File: config.mk
export PLATFORM = sky130hd
export DESIGN_NAME = host_step_link
export DESIGN_NICKNAME = d
export VERILOG_FILES = /design/src/rtl/host_step_link.sv
export SDC_FILE = /design/constraint.sdc
export NUM_CORES = 1
export LEC_CHECK = 0
export CAP_MARGIN = 40
export CORE_MARGIN = 4
export CORE_UTILIZATION = 55
export DETAILED_ROUTE_END_ITERATION = 10
export GPL_TIMING_DRIVEN = 0
export PLACE_DENSITY_LB_ADDON = 0.05
export REMOVE_ABC_BUFFERS = 1
export SETUP_SLACK_MARGIN = 0.2
export SLEW_MARGIN = 10
export SYNTH_ARGS = -nofsm -noshare
export SYNTH_HDL_FRONTEND = slang
export SYNTH_SLANG_ARGS = --single-unit
File: constraint.sdc
create_clock -name clk -period 2.9 [get_ports clk]
set_input_delay 0.435 -clock clk [delete_from_list [all_inputs] [get_ports clk]]
set_output_delay 0.435 -clock clk [all_outputs]
set_load 0.05 [all_outputs]
File: src/rtl/host_step_link.sv
// host_step_link: host-side single-step/batch controller for a CPU, driven
// over a byte-stream UART. The host queues up to IBUF_DEPTH instructions per
// command. Each step pulses cpu_run once. CPU data-memory accesses seen in a
// step are forwarded to the host. All multi-byte words go MSB byte first.
//
// Ports:
//   clk, reset          clock, synchronous active-high reset
//   rx_valid, rx_data   received byte strobe / byte
//   tx_valid, tx_data   byte to send, held until tx_ready
//   tx_ready            UART accepts tx_data this cycle
//   pc                  current CPU program counter
//   cpu_reset, cpu_run  one-cycle CPU reset / clock-enable pulses
//   instr               instruction presented to the CPU
//   mem_*               CPU memory request sampled in the run cycle
//   mem_rdata           load data returned by the host
//   busy, state_dbg     not-idle flag, current state encoding
//
// Build option: define HOST_LINK_TIMEOUT_EN to abort rx waits (other than
// the command wait) after TIMEOUT_CYC idle cycles, answering with 0xEE.
module host_step_link #(
  parameter int unsigned DATA_W      = 32,
  parameter int unsigned ADDR_W      = 32,
  parameter int unsigned PC_W        = 32,
  parameter int unsigned IBUF_DEPTH  = 4,
  parameter int unsigned TIMEOUT_CYC = 1000000
) (
  input  logic              clk,
  input  logic              reset,
  input  logic              rx_valid,
  input  logic [7:0]        rx_data,
  output logic              tx_valid,
  output logic [7:0]        tx_data,
  input  logic              tx_ready,
  input  logic [PC_W-1:0]   pc,
  output logic              cpu_reset,
  output logic              cpu_run,
  output logic [DATA_W-1:0] instr,
  input  logic              mem_we,
  input  logic              mem_re,
  input  logic [ADDR_W-1:0] mem_addr,
  input  logic [DATA_W-1:0] mem_wdata,
  input  logic [1:0]        mem_wmask,
  input  logic [2:0]        mem_rsize,
  output logic [DATA_W-1:0] mem_rdata,
  output logic              busy,
  output logic [3:0]        state_dbg
);

  localparam int unsigned NB    = DATA_W / 8;
  localparam int unsigned NA    = ADDR_W / 8;
  localparam int unsigned NP    = PC_W / 8;
  localparam int unsigned SH_W0 = (DATA_W > ADDR_W) ? DATA_W : ADDR_W;
  localparam int unsigned SH_W  = (SH_W0 > PC_W) ? SH_W0 : PC_W;
  localparam int unsigned BC_W  = $clog2(SH_W / 8) + 1;
  localparam int unsigned IDX_W = $clog2(IBUF_DEPTH);
  localparam int unsigned CNT_W = IDX_W + 1;

  typedef enum logic [3:0] {
    RST_CPU   = 4'd0,
    ACK       = 4'd1,
    ERR       = 4'd2,
    WAIT_CMD  = 4'd3,
    SEND_PC   = 4'd4,
    RX_INSTR  = 4'd5,
    RX_COUNT  = 4'd6,
    EXEC      = 4'd7,
    CPU_CLK   = 4'd8,
    TX_ADDR   = 4'd9,
    TX_CTRL   = 4'd10,
    TX_WDATA  = 4'd11,
    RX_RDATA  = 4'd12,
    STEP_DONE = 4'd13
  } state_t;

  state_t            state;
  logic [DATA_W-1:0] ibuf [IBUF_DEPTH];
  logic [IDX_W-1:0]  idx;
  logic [IDX_W-1:0]  widx;
  logic [CNT_W-1:0]  count;
  logic [BC_W-1:0]   bcnt;
  logic [DATA_W-1:0] rx_sh;
  logic [SH_W-1:0]   tx_sh;
  logic [DATA_W-1:0] wdata_q;
  logic              we_q;
  logic [7:0]        ctrl_q;
  logic [DATA_W-1:0] rx_word;
  logic [BC_W-1:0]   tx_last;
  state_t            tx_next;
  logic              to_hit;

  assign state_dbg = state;
  // Word completed by the byte arriving this cycle.
  assign rx_word = (rx_sh << 8) | DATA_W'(rx_data);

`ifdef HOST_LINK_TIMEOUT_EN
  localparam int unsigned TO_W = $clog2(TIMEOUT_CYC + 1);
  logic [TO_W-1:0] to_cnt;
  logic            rx_wait;

  assign rx_wait = (state == RX_INSTR) || (state == RX_COUNT) || (state == RX_RDATA);
  assign to_hit  = rx_wait && !rx_valid && (to_cnt == TO_W'(TIMEOUT_CYC - 1));

  // Idle-cycle counter for the data rx waits; restarts on every byte.
  always_ff @(posedge clk) begin
    if (reset || !rx_wait || rx_valid) to_cnt <= '0;
    else                               to_cnt <= to_cnt + TO_W'(1);
  end
`else
  // No timeout in this build; rx waits are unbounded.
  assign to_hit = 1'b0 && (TIMEOUT_CYC != 0);
`endif

  // Length and successor of the multi-byte send in progress.
  always_comb begin
    tx_last = BC_W'(NP - 1);
    tx_next = ACK;
    case (state)
      TX_ADDR:  begin tx_last = BC_W'(NA - 1); tx_next = TX_CTRL;   end
      TX_WDATA: begin tx_last = BC_W'(NB - 1); tx_next = STEP_DONE; end
      default:  ;
    endcase
  end

  always_ff @(posedge clk) begin
    if (reset) begin
      state     <= RST_CPU;
      busy      <= 1'b1;
      tx_valid  <= 1'b0;
      tx_data   <= 8'h00;
      cpu_reset <= 1'b0;
      cpu_run   <= 1'b0;
      instr     <= '0;
      mem_rdata <= '0;
      idx       <= '0;
      widx      <= '0;
      count     <= '0;
      bcnt      <= '0;
      rx_sh     <= '0;
      tx_sh     <= '0;
      wdata_q   <= '0;
      we_q      <= 1'b0;
      ctrl_q    <= 8'h00;
      for (int unsigned i = 0; i < IBUF_DEPTH; i++) ibuf[i] <= '0;
    end else begin
      cpu_reset <= 1'b0;
      cpu_run   <= 1'b0;
      unique case (state)
        RST_CPU: begin
          cpu_reset <= 1'b1;
          count     <= '0;
          idx       <= '0;
          widx      <= '0;
          for (int unsigned i = 0; i < IBUF_DEPTH; i++) ibuf[i] <= '0;
          state     <= ACK;
        end
        ACK, ERR: begin
          if (!tx_valid) begin
            tx_valid <= 1'b1;
            tx_data  <= (state == ACK) ? 8'h01 : 8'hEE;
          end else if (tx_ready) begin
            tx_valid <= 1'b0;
            busy     <= 1'b0;
            state    <= WAIT_CMD;
          end
        end
        WAIT_CMD: begin
          if (rx_valid) begin
            busy <= 1'b1;
            idx  <= '0;
            bcnt <= '0;
            case (rx_data)
              8'h01: state <= RST_CPU;
              8'h02: begin
                tx_sh <= SH_W'(pc) << (SH_W - PC_W);
                state <= SEND_PC;
              end
              8'h03: begin
                count <= CNT_W'(1);
                widx  <= '0;
                state <= RX_INSTR;
              end
              8'h04:   state <= RX_COUNT;
              default: state <= ERR;
            endcase
          end
        end
        // Byte-serial senders share one handshake; tx_data held until taken.
        SEND_PC, TX_ADDR, TX_WDATA: begin
          if (!tx_valid) begin
            tx_valid <= 1'b1;
            tx_data  <= tx_sh[SH_W-1 -: 8];
            tx_sh    <= tx_sh << 8;
          end else if (tx_ready) begin
            tx_valid <= 1'b0;
            bcnt     <= bcnt + BC_W'(1);
            if (bcnt == tx_last) begin
              bcnt  <= '0;
              state <= tx_next;
            end
          end
        end
        RX_COUNT: begin
          if (rx_valid) begin
            if (rx_data == 8'h00 || 32'(rx_data) > IBUF_DEPTH) begin
              state <= ERR;
            end else begin
              count <= CNT_W'(rx_data);
              widx  <= '0;
              state <= RX_INSTR;
            end
          end else if (to_hit) begin
            state <= ERR;
          end
        end
        RX_INSTR: begin
          if (rx_valid) begin
            rx_sh <= rx_word;
            bcnt  <= bcnt + BC_W'(1);
            if (bcnt == BC_W'(NB - 1)) begin
              bcnt       <= '0;
              ibuf[widx] <= rx_word;
              if (CNT_W'(widx) + CNT_W'(1) == count) begin
                // Load the first instruction now so it is stable one cycle
                // before cpu_run; a single-word batch is still in flight.
                instr <= (widx == '0) ? rx_word : ibuf[0];
                idx   <= '0;
                state <= EXEC;
              end else begin
                widx <= widx + IDX_W'(1);
              end
            end
          end else if (to_hit) begin
            state <= ERR;
          end
        end
        EXEC: begin
          cpu_run <= 1'b1;
          state   <= CPU_CLK;
        end
        // cpu_run is high in this cycle: capture the CPU's memory request.
        CPU_CLK: begin
          we_q    <= mem_we;
          wdata_q <= mem_wdata;
          ctrl_q  <= mem_we ? {2'b01, 4'b0000, mem_wmask} : {2'b10, 3'b000, mem_rsize};
          tx_sh   <= SH_W'(mem_addr) << (SH_W - ADDR_W);
          bcnt    <= '0;
          state   <= (mem_we || mem_re) ? TX_ADDR : STEP_DONE;
        end
        TX_CTRL: begin
          if (!tx_valid) begin
            tx_valid <= 1'b1;
            tx_data  <= ctrl_q;
          end else if (tx_ready) begin
            tx_valid <= 1'b0;
            bcnt     <= '0;
            if (we_q) begin
              tx_sh <= SH_W'(wdata_q) << (SH_W - DATA_W);
              state <= TX_WDATA;
            end else begin
              state <= RX_RDATA;
            end
          end
        end
        RX_RDATA: begin
          if (rx_valid) begin
            rx_sh <= rx_word;
            bcnt  <= bcnt + BC_W'(1);
            if (bcnt == BC_W'(NB - 1)) begin
              bcnt      <= '0;
              mem_rdata <= rx_word;
              state     <= STEP_DONE;
            end
          end else if (to_hit) begin
            state <= ERR;
          end
        end
        STEP_DONE: begin
          if (CNT_W'(idx) + CNT_W'(1) < count) begin
            idx   <= idx + IDX_W'(1);
            instr <= ibuf[idx + IDX_W'(1)];
            state <= EXEC;
          end else begin
            idx   <= '0;
            state <= ACK;
          end
        end
        default: state <= RST_CPU;
      endcase
    end
  end

endmodule

# Word-level counts from Yosys, hierarchy flattened
# Memories as Yosys holds them, arrays and structs flattened.
# Index checks and enable logic that the tools add are counted.
# op_classes
mul	0
n_div	0
reduce_logical	29
order_cmp	2
eq_ne	43
n_mux	91
shift	0
add_sub_neg	5
bitwise	5
# op_table
op	count
$mux W32	16
$pmux W32 S4	1
$pmux W32 S2	1
$mux W4	14
$ne A2 B2 Y1 const B	23
$mux W3	15
$pmux W4 S11	1
$mux W8	5
$or A32 B8 Y32	1
$reduce_or A32 Y1	1
$mux W2	13
$eq A4 B4 Y1 const B	6
$pmux W8 S3	1
$mux W1	17
$eq A4 B3 Y1 const B	4
$eq A8 B2 Y1 const B	2
$pmux W2 S4	2
$pmux W3 S5	1
$reduce_and A5 Y1	3
$reduce_and A14 Y1	1
$reduce_and A7 Y1	2
$pmux W3 S4	1
$reduce_bool A4 Y1	3
$pmux W3 S3	1
other kinds (29)	40
# totals
memories	1
mem_bits_ro	0
input_bits	115
ram_bits	128
out_inout_bits	80
register_bits	187
latch_bits	0
word_cells	193
# memory_table
memory	depth	width	rd	rd_ports_with_merged_regs	wr	line_no	source
ibuf	4	32	2	0	4	76	logic [DATA_W-1:0] ibuf [IBUF_DEPTH];

# Logic depth before layout (Yosys ltp)
# Gate-level depths: netlist of run 1.
# logic_depth
word_depth	8
ltp_mapped	9
ltp_nobuf	8

# Worst setup path before layout of run 1
# OpenSTA, ideal clock, no wires.
# synth_timing
kind	register -> register
startpoint	register state[0] (netlist: state_dbg[0])
endpoint	memory ibuf[2][0], enable pin
arrival_time_ns	2.489
path_buffers	2
synth_period_minus_slack_ns	2.878
path_slack_ns	0.022
setup_ns	0.389
required_time_ns	2.511
path_stages_with_launch	7
path_cell_list	dfxtp_1 clkbuf_1 nand4bb_1 nor3_1 clkbuf_1 nand2_1 nand2_1
# synth_lines
item	line_no	source
start: declaration	75	state_t state;
start signal: assignment	198	state <= tx_next;
start signal: assignment	247	state <= (mem_we || mem_re) ? TX_ADDR : STEP_DONE;
end: declaration	76	

# Worst setup path in the final report of run 1
# layout_timing
startpoint	input port rx_data[7]
endpoint	register tx_sh[26]
# layout_via
elab_chain_len	3
# layout_lines
item	line_no	source
start: declaration	30	input logic [7:0] rx_data,
$eq A8 B2 Y1	171	case (rx_data)
$ne A2 B2 Y1 (no source line)	-	
$reduce_and A7 Y1 (no source line)	-	
end signal: assignment	174	tx_sh <= SH_W'(pc) << (SH_W - PC_W);
end signal: assignment	192	tx_sh <= tx_sh << 8;
end signal: assignment	245	tx_sh <= SH_W'(mem_addr) << (SH_W - ADDR_W);
end: declaration	82	logic [SH_W-1:0] tx_sh;
# No other way between the ends.
# A chain may end at the register's enable or synchronous reset.

==> metrics.yaml, run 1 <==
status:
  outcome: "complete, no violations"
min_path:
  hp-class: "primary input to flop"
power:
  clkPwrFrac_pct: 32.4
  switchingPower_mw: 3.671
  power.share.sequential_pct: 46.4
  p_int_mw: 8.987
  vdd_ir_drop_max_mv: 0.5282
  swShare_pct: 29.00
  pwr-share-comb_pct: 21.2
  power.density_nw_per_um2: 717.8
  cellLeakagePower_nw: 6.757
detailed_routing:
  antenna_left: 0
  drtPass1Iterations: 7
  route.detailed.drc: 0
  drt_wl_total_microns: 37430
  drt_iter0_drc: 1123
  via_per_inst: 6.003
  num_vias: 11150
  wl_per_cell_microns: 20.16
logic_synthesis:
  seq_area_frac_synth_pct: 54.19
  synth-edff-count: 128
  synthFlopType: "dfxtp_1"
  ys_async_sr_fraction_pct: 0
  avgSynthCellArea_sq_um: 10.23
  ys_warn_count: 0
  synthesis.area_sq_um: 13850
  ys_types: 56
  synth_cells: 1354
  synth-seq-cells: 311
timing:
  slew_viol_final: 0
  rsz0062_at_grt: "true"
  fin_worst_skew_ns: 0.01301
  setup_viol: 0
  slew_headroom_pct: 47.30
  period_needed_ns: 2.620
  tightest_slew_ns: 0.7904
  hold_viol_final: 0
  fin_crit_sh_pct: 90.36
  fmaxAchievable_mhz: 381.6
layout:
  layoutNonFillerInstCount: 1857
  finalNetCount: 1631
  area_growth_pct: 27.28
  final_common_cell: "clkdlybuf4s50_1"
  drive_gt1_share_pct: 10.89
  fin_area_sq_um: 17630
  fin_util_pct: 71.88
  final_cell_mix: "190 x clkdlybuf4s50_1, 178 x dfxtp_1, 176 x nand2_1"
  insertedDiodeCount: 0
floorplanning:
  start_util_pct: 56.47
  num_rows: 57
  die_w_microns: 166.7
  dieArea_sq_um: 27790
  core_area_sq_um: 24530
  die_y_microns: 166.7
  ios: 195
place:
  place_congestion: 0.8646
  placed_cell_area_sq_um: 16370
  placed_cells: 1786
  hpwlAfterDp_microns: 23380
  io_buffers: 194
worst_setup_path:
  endpoint_kind: "flop"
  crit_fanout: 42
  critPathRequiredTime_ns: 3.31
  start_kind: "primary input"
  crit_arrival_ns: 3.03
  criticalPathCategory: "primary input to flop"
clocking:
  root_buffer: "clkbuf_16"
  numCtsBuffers: 34
  cts_buffer_depth: 3
  cts.clk_slew.worst_paths_ns: 0.06
  clock-sinks: 311
  htree_levels: 2
  cts_tree: "done"
  clock_latency_ns: 0.51
  cts_hold_buf: 0
grt:
  antenna_found_initial: 0
  grt_pass1_wl_microns: 58880
  grt_overflow: 0
  grt_max_degree: 107
  grtUsageTotal_pct: 25.84
  grt_pass1_vias: 11120
run:
  maxCapViolations: 0
-- worst paths after layout --
check	start	to	slack, ns	cells after the start
max	rx_data[7]	tx_sh[26]	0.28	8
min	rx_data[5]	mem_rdata[5]	0.33	3
max reg2reg	state_dbg[1]	ibuf[3][31]	0.34	7
min reg2reg	mem_rdata[10]	mem_rdata[10]	0.45	2
-- layout make-up --
cell class / instances / area [sq um]
sequential: 311 / 7518
multi-input combinational: 906 / 5966
tap: 324 / 405.4
clock buffer: 52 / 989.7
fill: 1837 / 6899
inverter: 13 / 48.80
clock inverter: 9 / 71.32
timing repair buffer: 242 / 2635
-- power groups by stage --
stage	logic [mW]	clock network, mW	registers [mW]
finish	2.68	4.11	5.87
global route	2.90	4.38	5.96
CTS	2.67	4.18	5.86
detailed placement	2.61	0	5.94
global placement	2.36	0	5.96
floorplan	1.37	0	6.05
-- sequential cells by signal, indices dropped and copies added, names as in the netlist, 5 cells and up --
register / count
rx_sh: 24
ctrl_q: 5
tx_data: 8
instr: 32
tx_sh: 32
wdata_q: 32
mem_rdata: 32
ibuf: 128
-- timing repair --
item | CTS | global route
setup endpoints to repair | 177 | 131
resized for setup | 13 | 9
gates cloned | 1 | 0
pin swaps | 1 | 3
setup buffers | 4 | 5
hold endpoints to repair | 0 | 0
-- critical path: stages --
cell and delay, ns:
clkdlybuf4s50_1 0.58, or4_4 0.55, or3_4 0.40, nor3_4 0.22, o221a_4 0.29, buf_12 0.21
nor2_1 0.06, a311oi_1 0.24
-- logic make-up (layout without fill, tap and decap cells) --
group / count (synthesis) / in the layout / synth area share [%]
xor gates and xnor gates: 3 / 3 / 0.1897
muxes: 91 / 91 / 9.464
and+or+nand+nor: 519 / 519 / 17.53
buffers and inverters: 138 / 316 / 4.019
adders and majority gates: 9 / 9 / 0.7948
DFF: 311 / 311 / 54.19
AOI/OAI and AO/OA: 283 / 284 / 13.82
-- stage by stage --
stage | worst slack, ns | hold slack, ns | power (mW) | setup TNS (ns)
floorplan | -4.359 | 0.4255 | 7.415 | -1305.76
global placement | -16.23 | 0.4411 | 8.313 | -4918.40
detailed placement | -0.7282 | 0.4461 | 8.546 | -41.26
CTS | 0.2105 | 0.4162 | 12.71 | 0
global route | 0.1895 | 0.3477 | 13.23 | 0
finish | 0.2797 | 0.3339 | 12.66 | 0
-- routing by layer --
layer / part of all wire [%] / GRT usage, % / vias to the layer above
li1: - / - / 5286
met1: 39 / 31.11 / 5355
met2: 49 / 45.75 / 436
met3: 9.2 / 7.182 / 70
met4: 2.3 / 7.079 / 0
met5: 0 / 0 / -
-- cell usage after synthesis, types with 3 or more instances --
| cell | n | area share, % |
|---|---|---|
| a2111oi_0 | 3 | 0.19 |
| a211oi_1 | 55 | 3.0 |
| a21oi_1 | 118 | 4.3 |
| a222oi_1 | 32 | 2.3 |
| a22oi_1 | 6 | 0.33 |
| a311oi_1 | 27 | 1.7 |
| and3_1 | 124 | 5.6 |
| and3_2 | 4 | 0.22 |
| buf_1 | 10 | 0.27 |
| buf_2 | 13 | 0.47 |
| clkbuf_1 | 98 | 2.7 |
| dfxtp_1 | 183 | 26 |
| edfxtp_1 | 128 | 28 |
| ha_1 | 8 | 0.72 |
| inv_1 | 13 | 0.35 |
| mux2i_1 | 59 | 4.3 |
| mux4_2 | 32 | 5.2 |
| nand2_1 | 181 | 4.9 |
| nand2b_1 | 11 | 0.50 |
| nand3_1 | 7 | 0.25 |
| nand3b_1 | 3 | 0.16 |
| nor2_1 | 156 | 4.2 |
| nor2b_1 | 8 | 0.36 |
| nor3_1 | 9 | 0.33 |
| o211ai_1 | 3 | 0.16 |
| o21ai_0 | 21 | 0.76 |
No activity file was read; power rests on OpenSTA's default activity.
==> inputs of run 2 (changes only) <==
--- a/config.mk
+++ b/config.mk
@@ -5,7 +5,6 @@
 export SDC_FILE = /design/constraint.sdc
 export NUM_CORES = 1
 export LEC_CHECK = 0
-export CAP_MARGIN = 40
 export CORE_MARGIN = 4
 export CORE_UTILIZATION = 55
 export DETAILED_ROUTE_END_ITERATION = 10
==> run 2 against run 1 <==
Net effect: core utilization about the same; register-to-register slack about the same; die area did not move; clock power decreased by 1%; power increased by 0.38%; hold slack better by 0.069 ns; global-route usage rose by 0.62 points; first-iteration DRC count grew 18%; critical path depth is the same; largest cell class unchanged.
==> metrics.yaml, run 2 (same netlist as run 1, synthesis figures left out) <==
status:
  outcome: "complete, no violations"  # unchanged
clocking:
  cts_tree: "done"  # unchanged
  clock_latency_ns: 0.51  # about the same
  cts_buffer_depth: 3  # unchanged
  root_buffer: "clkbuf_16"  # unchanged
  cts_hold_buf: 0  # unchanged
  htree_levels: 2  # unchanged
  clock-sinks: 311  # unchanged
  numCtsBuffers: 34  # unchanged
  cts.clk_slew.worst_paths_ns: 0.06  # about the same
min_path:
  hp-class: "primary input to flop"  # unchanged
  min_to: "mem_rdata[4]"  # was mem_rdata[5]
  holdPathStages: 3  # unchanged
  hold_start: "rx_data[4]"  # was rx_data[5]
worst_setup_path:
  r2r_end: "instr[18]"  # was ibuf[3][31]
  rr_worst_depth: 12  # was 7
  rr_startpoint: "idx[1]"  # was state_dbg[1]
  criticalPathCategory: "primary input to flop"  # unchanged
  crit_fanout: 8  # was 42
  start_kind: "primary input"  # unchanged
  critPathRequiredTime_ns: 3.31  # about the same
  endpoint_kind: "flop"  # unchanged
  reg2reg_slack_ns: 0.35  # was 0.34 ns
  crit_arrival_ns: 3.08  # was 3.03 ns
  critPathLaunch: "rx_data[5]"  # was rx_data[7]
detailed_routing:
  via_per_inst: 6.119  # was 6.003
  antenna_left: 0  # unchanged
  drt_wl_total_microns: 38780  # was 37,430 microns
  drtPass1Iterations: 8  # was 7
  num_vias: 11360  # was 11,150
  route.detailed.drc: 0  # unchanged
  drt_iter0_drc: 1320  # was 1,123
  wl_per_cell_microns: 20.89  # was 20.16 microns
layout:
  final_cell_mix: "192 x clkdlybuf4s50_1, 178 x dfxtp_1, 176 x nand2_1"  # was 190 x clkdlybuf4s50_1, 178 x dfxtp_1, 176 x nand2_1
  largest_register_ffs: 128  # unchanged
  regMostFlops: "ibuf"  # unchanged
  final_common_cell: "clkdlybuf4s50_1"  # unchanged
  finalNetCount: 1629  # was 1,631
  nFillCells: 1825  # was 1,837
  drive_gt1_share_pct: 11.23  # was 10.89%
  layoutNonFillerInstCount: 1856  # was 1,857
  insertedDiodeCount: 0  # unchanged
  area_growth_pct: 27.34  # was 27.28%
timing:
  setup_viol: 0  # unchanged
  fin_crit_sh_pct: 91.75  # was 90.36%
  hold_viol_final: 0  # unchanged
  setup_tns_ns: 0  # unchanged
  slew_headroom_pct: 45.62  # was 47.30%
  fin_worst_skew_ns: 0.01159  # was 0.01301 ns
  rsz0062_at_grt: "false"  # was true
  tightest_slew_ns: 0.8157  # was 0.7904 ns
  fmaxAchievable_mhz: 375.8  # was 381.6 MHz
  slew_viol_final: 0  # unchanged
  period_needed_ns: 2.661  # was 2.620 ns
  holdWs_ns: 0.4033  # was 0.3339 ns
floorplanning:
  dieArea_sq_um: 27790  # unchanged
  core_area_sq_um: 24530  # unchanged
  start_util_pct: 56.47  # unchanged
  num_rows: 57  # unchanged
  ios: 195  # unchanged
  die_y_microns: 166.7  # unchanged
  die_w_microns: 166.7  # unchanged
power:
  cellLeakagePower_nw: 6.739  # was 6.757 nW
  power.density_nw_per_um2: 720.2  # was 717.8 nW/um^2
  vdd_ir_drop_max_mv: 0.4068  # was 0.5282 mV
grt:
  antenna_found_initial: 0  # unchanged
  grt_max_degree: 107  # unchanged
  grt_pass1_vias: 11200  # was 11,120
  grtUsageTotal_pct: 26.47  # was 25.84%
  grt_overflow: 0  # unchanged
  grt_pass1_wl_microns: 60280  # was 58,880 microns
place:
  place_congestion: 0.8646  # unchanged
  hpwlAfterDp_microns: 22940  # was 23,380 microns
  placed_cells: 1780  # was 1,786
  io_buffers: 194  # unchanged
run:
  maxCapViolations: 0  # unchanged
[run 2: cell count changes in the layout (fill, tap and decap cells not counted), moves of 2 or more]
cell / previous run / this run
clkinv_2: 2 / 9
clkbuf_8: 5 / 1
o221a_4: 1 / 4
buf_4: 19 / 17
clkbuf_1: 12 / 10
clkbuf_16: 35 / 37
clkdlybuf4s50_1: 190 / 192
dfxtp_2: 3 / 1
dfxtp_4: 2 / 4
ha_1: 5 / 3
ha_2: 0 / 2
nor3_2: 3 / 1
nor3_4: 2 / 4
[run 2: area by class of cell]
type                    instances  area, sq um  share of cell area (%)
flip-flops and latches        311         7523                   42.65
well taps                     324        405.4                   2.298
clock inverters                14        67.56                  0.3830
multi-input cells             910         6075                   34.43
repair buffers                236         2545                   14.43
clock buffers                  48        977.2                   5.539
inverters                      13        48.80                  0.2766
[run 2: repair_timing]
action | in CTS | in global routing
gates resized for setup | 20 | 10
pin swaps | 5 | 3
buffers inserted | 5 | 4
endpoints found under the setup margin | 385 | 79
gates cloned | 4 | 1
[run 2: layer usage]
metal  vias up  wire length (microns)  GRT usage, %
li1       5311                      -             -
met3        86                   3506         6.400
met2       497                  19560         47.07
met1      5463                  14730         31.87
met5         -                      0             0
met4         0                    987         8.218
[run 2: through the flow]
step	setup slack [ns]	instance area, sq um	util [%]	total power, mW
3_3_place_gp	-16.23	15690	63.97	8.313
5_1_grt	0.1864	17640	71.91	13.22
2_1_floorplan	-4.359	13350	-	7.415
6_report	0.2392	17640	71.91	12.71
3_5_place_dp	-0.8653	16290	66.39	8.508
4_1_cts	0.2012	17540	71.48	12.68
[run 2: power breakdown]
part	internal [mW]	switching [mW]
combinational	1.10	1.64
sequential	5.46	0.452
clock	2.35	1.70
total	8.91	3.80
[run 2: how the worst max path moves through the flow]
stage                       to  slack (ns)  cells past startpoint
finish               tx_sh[28]        0.24                      8
CTS                  tx_sh[21]        0.20                      7
global placement    ibuf[1][4]      -16.23                      3
global route         instr[18]        0.19                     12
floorplan           ibuf[0][0]       -4.36                      4
detailed placement   tx_sh[24]       -0.87                      7
[run 2: critical path, stage by stage]
cell	delay, ns
clkdlybuf4s50_1	0.55
or4_4	0.63
or3_4	0.40
nor3_4	0.21
buf_12	0.16
o221a_2	0.38
nor2_1	0.07
a311oi_1	0.23
